<file path="config.mk">
export PLATFORM = sky130hd
export DESIGN_NAME = pipe_mux_tree
export DESIGN_NICKNAME = d
export VERILOG_FILES = /design/src/rtl/mux_tree_stage.sv /design/src/rtl/pipe_mux_tree.sv
export SDC_FILE = /design/constraint.sdc
export NUM_CORES = 1
export LEC_CHECK = 0
export CORE_MARGIN = 8
export CORE_UTILIZATION = 48
export DETAILED_ROUTE_END_ITERATION = 10
export GPL_TIMING_DRIVEN = 0
export PLACE_DENSITY = 0.91
export RECOVER_POWER = 100
export SLEW_MARGIN = 10
export SYNTH_ARGS = -nofsm -noshare
export SYNTH_HDL_FRONTEND = slang
export SYNTH_HIERARCHICAL = 1
export SYNTH_SLANG_ARGS = --single-unit
</file>
<file path="constraint.sdc">
create_clock -name clk -period 2.55 [get_ports clk]
set_clock_uncertainty 0.05 [all_clocks]
set_input_delay 0.3825 -clock clk [delete_from_list [all_inputs] [get_ports clk]]
set_output_delay 0.3825 -clock clk [all_outputs]
set_load 0.05 [all_outputs]
</file>
<file path="src/rtl/mux_tree_stage.sv">
// One level of the registered select tree: a row of 2:1 muxes feeding a
// data register, plus the valid/select registers and the local advance rule.
module mux_tree_stage #(
   parameter int WIDTH = 32,
   parameter int WORDS = 1,
   parameter int N     = 3
) (
   input  logic                           clk,
   input  logic                           rst,
   input  logic                           up_valid,
   input  logic [2*WORDS-1:0][WIDTH-1:0]  up_data,
   input  logic [N-1:0]                   up_sel,
   input  logic                           pick,
   input  logic                           down_ready,
   output logic                           load,
   output logic                           valid,
   output logic [WORDS-1:0][WIDTH-1:0]    data,
   output logic [N-1:0]                   sel
);

   logic [WORDS-1:0][WIDTH-1:0] mux_row;

   always_comb begin
      mux_row = '0;
      for (int k = 0; k < WORDS; k++)
         mux_row[k] = pick ? up_data[2*k+1] : up_data[2*k];
   end

   // Advance when empty or when whatever sits downstream is taking our word.
   assign load = !valid || down_ready;

   always_ff @(posedge clk) begin
      if (rst) begin
         valid <= 1'b0;
         data  <= '0;
         sel   <= '0;
      end else if (load) begin
         valid <= up_valid;
         // A bubble moving in leaves the previous word untouched.
         if (up_valid) begin
            data <= mux_row;
            sel  <= up_sel;
         end
      end
   end

endmodule

</file>
<file path="src/rtl/pipe_mux_tree.sv">
// Pipelined 2^N-to-1 channel selector with valid/ready flow control and a
// registered one-hot decode of the select that produced each output word.
module pipe_mux_tree #(
   parameter int N = 3,
   parameter int W = 32
) (
   input  logic                 clk,
   input  logic                 rst,
   input  logic                 in_valid,
   output logic                 in_ready,
   input  logic [W*(2**N)-1:0]  in_data,
   input  logic [N-1:0]         in_sel,
   output logic                 out_valid,
   input  logic                 out_ready,
   output logic [W-1:0]         out_data,
   output logic [N-1:0]         out_sel,
   output logic [(2**N)-1:0]    out_onehot
);

   localparam int CH = 2**N;

   logic          first_load;
   logic          last_load;
   logic          last_up_valid;
   logic [N-1:0]  last_up_sel;
   logic [CH-1:0] onehot_nxt;

   for (genvar j = 0; j < N; j++) begin : lvl
      localparam int WORDS = 2**(N-1-j);

      logic                        up_valid;
      logic [2*WORDS-1:0][W-1:0]   up_data;
      logic [N-1:0]                up_sel;
      logic                        down_ready;
      logic                        load;
      logic                        valid;
      logic [WORDS-1:0][W-1:0]     data;
      logic [N-1:0]                sel;

      if (j == 0) begin : g_head
         assign up_valid   = in_valid;
         assign up_data    = in_data;
         assign up_sel     = in_sel;
         assign first_load = load;
      end else begin : g_body
         assign up_valid = lvl[j-1].valid;
         assign up_data  = lvl[j-1].data;
         assign up_sel   = lvl[j-1].sel;
      end

      if (j == N-1) begin : g_tail
         assign down_ready    = out_ready;
         assign last_load     = load;
         assign last_up_valid = up_valid;
         assign last_up_sel   = up_sel;
         assign out_valid     = valid;
         assign out_data      = data[0];
         assign out_sel       = sel;
      end else begin : g_link
         assign down_ready = lvl[j+1].load;
      end

      mux_tree_stage #(
         .WIDTH (W),
         .WORDS (WORDS),
         .N     (N)
      ) u_stage (
         .clk        (clk),
         .rst        (rst),
         .up_valid   (up_valid),
         .up_data    (up_data),
         .up_sel     (up_sel),
         .pick       (up_sel[j]),
         .down_ready (down_ready),
         .load       (load),
         .valid      (valid),
         .data       (data),
         .sel        (sel)
      );
   end

   assign in_ready = !rst && first_load;

   always_comb begin
      onehot_nxt              = '0;
      onehot_nxt[last_up_sel] = 1'b1;
   end

   // Decoded alongside the last stage so it always matches out_sel.
   always_ff @(posedge clk) begin
      if (rst)
         out_onehot <= '0;
      else if (last_load && last_up_valid)
         out_onehot <= onehot_nxt;
   end

endmodule

</file>
# Word level (Yosys, flattened, before mapping)
# Index checks and enable logic that the tools add are counted.
word_totals:
  ff_bits: 244
  word_cells: 38
  in_bits: 263
  output_inout_bits: 45
op_classes:
  reduce_logical: 13
  mux: 9
  order_cmp: 2
op_table:
  columns: ["op", "n"]
  rows:
  - ["two-way mux 32 bit", 7]
  - ["AND reduction 2 bit", 3]
  - ["logical NOT 1 bit", 4]
  - ["< comparator 3 x 4 -> 1 bit (second input constant)", 1]
  - ["demux 1 bit (select 3 bit)", 1]
  - ["greater-or-equal comparator 3 x 1 -> 1 bit (second input constant)", 1]
  - ["logical AND 1 bit", 3]
  - ["logical OR 1 bit", 3]
  - ["two-way mux 1 bit", 1]

# Depth between registers and ports, before layout
logic_depth:
  ltp_word: 5
  mapped_depth: 10

# Hierarchy
# Netlist, hierarchy kept.
by_module_without_submodules:
  columns: ["mod", "cells_each", "area_per_inst_um2", "seq_area_each_um2", "n_inst"]
  rows:
  - ["mux_tree_stage (lvl[0].u_stage)", 446, 5766.8, 2642.5, 1]
  - ["mux_tree_stage (lvl[1].u_stage)", 232, 2807.7, 1361.3, 1]
  - ["mux_tree_stage (lvl[2].u_stage)", 126, 1535.2, 720.7, 1]
  - ["pipe_mux_tree", 37, 374.1, 160.2, 1]

# Worst setup path after synthesis
# No wires, ideal clock.
synth_timing:
  path_type: "register -> output"
  from: "register lvl[2].u_stage.valid"
  to: "output in_ready"
  path_buffers: 3
  slack_ps: 116
  t_required_ps: 2118
  arrival_ps: 2001
  stages_incl_launch_ff: 8
  path_cell_list: "dfxtp_1 > nand2b_4 > buf_6 > nand2b_1 > buf_6 > nand2b_4 > buf_6 > nor2b_1"
synth_via:
  elab_chain_len: 5
synth_rtl:
  columns: ["element", "line_no", "text"]
  rows:
  - ["start: declaration", "mux_tree_stage.sv:16", "output logic valid,"]
  - ["start signal: assignment", "mux_tree_stage.sv:38", "valid <= up_valid;"]
  - ["logical NOT 1 bit", "mux_tree_stage.sv:30", "assign load = !valid || down_ready;"]
  - ["logical OR 1 bit", "mux_tree_stage.sv:30", null]
  - ["net last_load", "pipe_mux_tree.sv:23", "logic last_load;"]
  - ["logical OR 1 bit", "mux_tree_stage.sv:30", null]
  - ["net lvl[0].down_ready", "pipe_mux_tree.sv:34", "logic down_ready;"]
  - ["logical OR 1 bit", "mux_tree_stage.sv:30", null]
  - ["net first_load", "pipe_mux_tree.sv:22", "logic first_load;"]
  - ["logical AND 1 bit", "pipe_mux_tree.sv:82", "assign in_ready = !rst && first_load;"]
  - ["end: declaration", "pipe_mux_tree.sv:10", "output logic in_ready,"]
# The timed path passes the listed nets, and every way through them passes these cells.

# Final worst setup path
layout_timing:
  from: "input out_ready"
  to: "output in_ready"
layout_via:
  elab_chain_len: 4
layout_rtl:
  columns: ["element", "line_no", "text"]
  rows:
  - ["start: declaration", "pipe_mux_tree.sv:14", "input logic out_ready,"]
  - ["logical OR 1 bit", "mux_tree_stage.sv:30", null]
  - ["net last_load", "pipe_mux_tree.sv:23", null]
  - ["logical OR 1 bit", "mux_tree_stage.sv:30", null]
  - ["net lvl[0].down_ready", "pipe_mux_tree.sv:34", null]
  - ["logical OR 1 bit", "mux_tree_stage.sv:30", null]
  - ["net first_load", "pipe_mux_tree.sv:22", null]
  - ["logical AND 1 bit", "pipe_mux_tree.sv:82", null]
# The timed path passes the listed nets, and every way through them passes these cells.

==> out/metrics.csv <==
metric;value;unit
Port Buffers;306;
share of the synthesized area in the top cell type;46.6;%
pwr/cell area;615;nW/um^2
EDFF count, synth;0;
synthesized instance count;841;
detailed-route wire length;30600;um
Tot GR Track Use;21.9;%
initial antenna violation count;0;
Synth Net Count;1104;
busiest grt layer;met2;
DRT antenna net count;0;
f_max;0.408;GHz
initial DRC count;353;
DRC viols;0;
Die ar.;26800;sq um
slew margin rel.;28.9;%
status;finished, final reports clean;
async set-reset flop share out of synthesis;0;%
CP endpoint kind;output pin;
ANT cells;0;
hpwl dp;22900;um
leading area contributor after synthesis;dfxtp_1;
hold crit path type;input pin to flip-flop;
DR vias;8014;
Sum Neg Setup Slack;0;ns
row count;54;
DR WL/cell;20.8;um
Routability Congestion;0.800;
mux cell area share after synthesis;21.6;%
xor/xnor share of the synthesized area;0;%
Crit path max-delay family;buffers and inverters;
largest family of logic cells by synthesized area;compound AO/OA/AOI/OAI gates;
H-tree lvl count;1;
clock tree buffer depth;3;
slowest CP cell;clkdlybuf4s50_1;
Worst Path Max Fanout;15;
Synth Area in Simple Gates;2.09;%
P_leak;5.42;nW
prevailing post-synth register cell;dfxtp_1;
DR pass1 iterations;6;
Worst-path clk slew;0.06;ns
Least-Margin Pin Slew;1.07;ns
pins over their slew limit;0;
Worst Path Arrival;2.02;ns
global-route wire length before repair;47100;um
post-synthesis adder-cell area fraction;0;%
Post-CTS Setup Bufs;0;
met1 usage;27.2;%
final setup fails;0;
core area;21600;sq um
CTS Sinks;244;
Starting Density;48.5;%
largest net degree at the start of global routing;25;
crit start category;input pin;
grt ovf;0;
IO Pins;308;
Worst EP required;2.12;ns
final worst path period share;96.2;%
FF/Latch Area;4880;sq um
Warnings, synthesis;6;
CTS tree;yes;
met3 Use GR;4.74;%
WP buf/inv;5;
vias in the first global route;8600;
synth top area cells;dfxtp_1 47%, mux2i_1 22%, o2bb2ai_1 16%;
register area share after synthesis;46.6;%
area of the multi-input gates;4730;sq um
crit-path cells;clkdlybuf4s50_1 -> nand2b_2 -> buf_6 -> nand2b_1 -> buf_6 -> nand2b_4 -> buf_6 -> nor2b_1 -> buf_4;
Crit path top cell by count;buf_6;
Num CTS Buffers;26;
Min Hold Slack;0.179;ns
Post-CTS Hold Buffers;0;
RSZ-0062 raised after global routing;false;
Skew-Pair Late Insertion Delay;0.51;ns
count of cell types in the netlist;28;
DR vias/cell;5.45;
fill count;1654;
largest stage delay on the critical path;0.40;ns
mean post-synth cell area;12.5;sq um
die height;164;um
CTS Root Cell;clkbuf_16;
GR Util met2;37.9;%
maxcap violations;0;
Synth Area in Compound Gates;23.1;%
Final Hold Fails;0;
fin crit period;2.45;ns
layout cell share with drive strength beyond 1;10.5;%
crit path kind;input pin to output pin;
Synth-to-Final Area Change;37.5;%
Overall Power;8.86;mW
synthesized cell area;10500;sq um
register bit count reported by yosys;244;
Final Net Count;1438;
VDD IR-drop max;0.378;mV
Non-Filler Instances;1471;
DIE WIDTH;164;um
Placed Instances;1427;
-- repair_timing --
action                                  in CTS  in global routing
endpoints found under the setup margin       1                  1
gates resized for setup                      6                  2
pin swaps                                    0                  0
-- state kept, by name (all words and copies together) (netlist names) --
signal             count
lvl.u_stage/data     224
lvl.u_stage/sel        9
out_onehot             8
lvl.u_stage/valid      3
-- power by group --
part / switching, mW / total, mW / internal, mW / leakage, nW
Sequential: 0.118 / 4.11 / 3.99 / 1.99
Clock: 1.47 / 3.61 / 2.14 / 0.411
Combinational: 0.478 / 1.13 / 0.657 / 3.02
-- kinds of logic after synthesis --
| family | count (synthesis) |
|---|---|
| buffers and inverters | 89 |
| and+or+nand+nor | 28 |
| muxes | 226 |
| AOI/OAI and AO/OA | 254 |
| DFF | 244 |
-- cells in the final DEF (no fill, tap or decap), types with 5 or more instances in the layout --
cell type        count
o32ai_1              6
clkdlybuf4s50_1    260
dlygate4sd3_1       44
buf_4                5
o2bb2ai_2            8
a21oi_1             12
inv_1                9
buf_6               15
a21bo_2              9
clkinv_2             6
clkbuf_16           27
clkbuf_1            27
mux2i_1            226
buf_2               33
nand3_1              9
dfxtp_1            244
o2bb2ai_1          216
-- final timing paths --
check | from | to | slack, ns | cells after the start
worst max-delay path | out_ready | in_ready | 0.1 | 9
worst min-delay path | in_valid | lvl[0].u_stage/sel[1] | 0.18 | 3
worst max register to register | lvl[2].u_stage/valid | lvl[0].u_stage/data[107] | 0.17 | 10
worst min register to register | lvl[2].u_stage/data[14] | lvl[2].u_stage/data[14] | 0.41 | 1
-- final cells by class --
cell class                      instances  share of cell area [%]
Inverter                                9                   0.234
Sequential cell                       244                    33.9
Buffer                                 80                    3.73
Multi-Input combinational cell        508                    32.8
Clock inverter                          8                   0.495
Tap cell                              280                    2.43
Timing Repair Buffer                  306                    21.2
Clock buffer                           36                    5.20
-- tightest hold or removal path, stage by stage --
cell and delay, ns:
buf_2 0.16, nand3_1 0.09, a21oi_1 0.05
-- routing by layer --
metal,routed length (um),vias up
met4,530,0
met3,1830,37
li1,-,3903
met2,15000,261
met5,0,-
met1,13200,3813
-- per-stage QoR --
stage	area, sq um	setup WS [ns]	utilization [%]
2_1_floorplan	10500	0.116	-
3_3_place_gp	13900	-0.508	64.3
3_5_place_dp	13900	-0.556	64.3
4_1_cts	14700	0.0339	68.0
5_1_grt	14400	0.00680	66.6
6_report	14400	0.0979	66.6
-- synthesized netlist by cell type, types with 2 or more instances --
master,count
nand3_1,9
mux2i_1,226
dfxtp_1,244
o32ai_1,6
buf_12,4
buf_6,30
nand3b_2,2
o2bb2ai_2,33
a21oi_1,12
nand4b_1,2
buf_4,7
buf_2,38
nand2b_4,2
inv_1,9
a21bo_2,9
o2bb2ai_1,191
nand2b_1,3
nand4bb_1,2
a21oi_4,3
(Power assumes the default switching activity.)
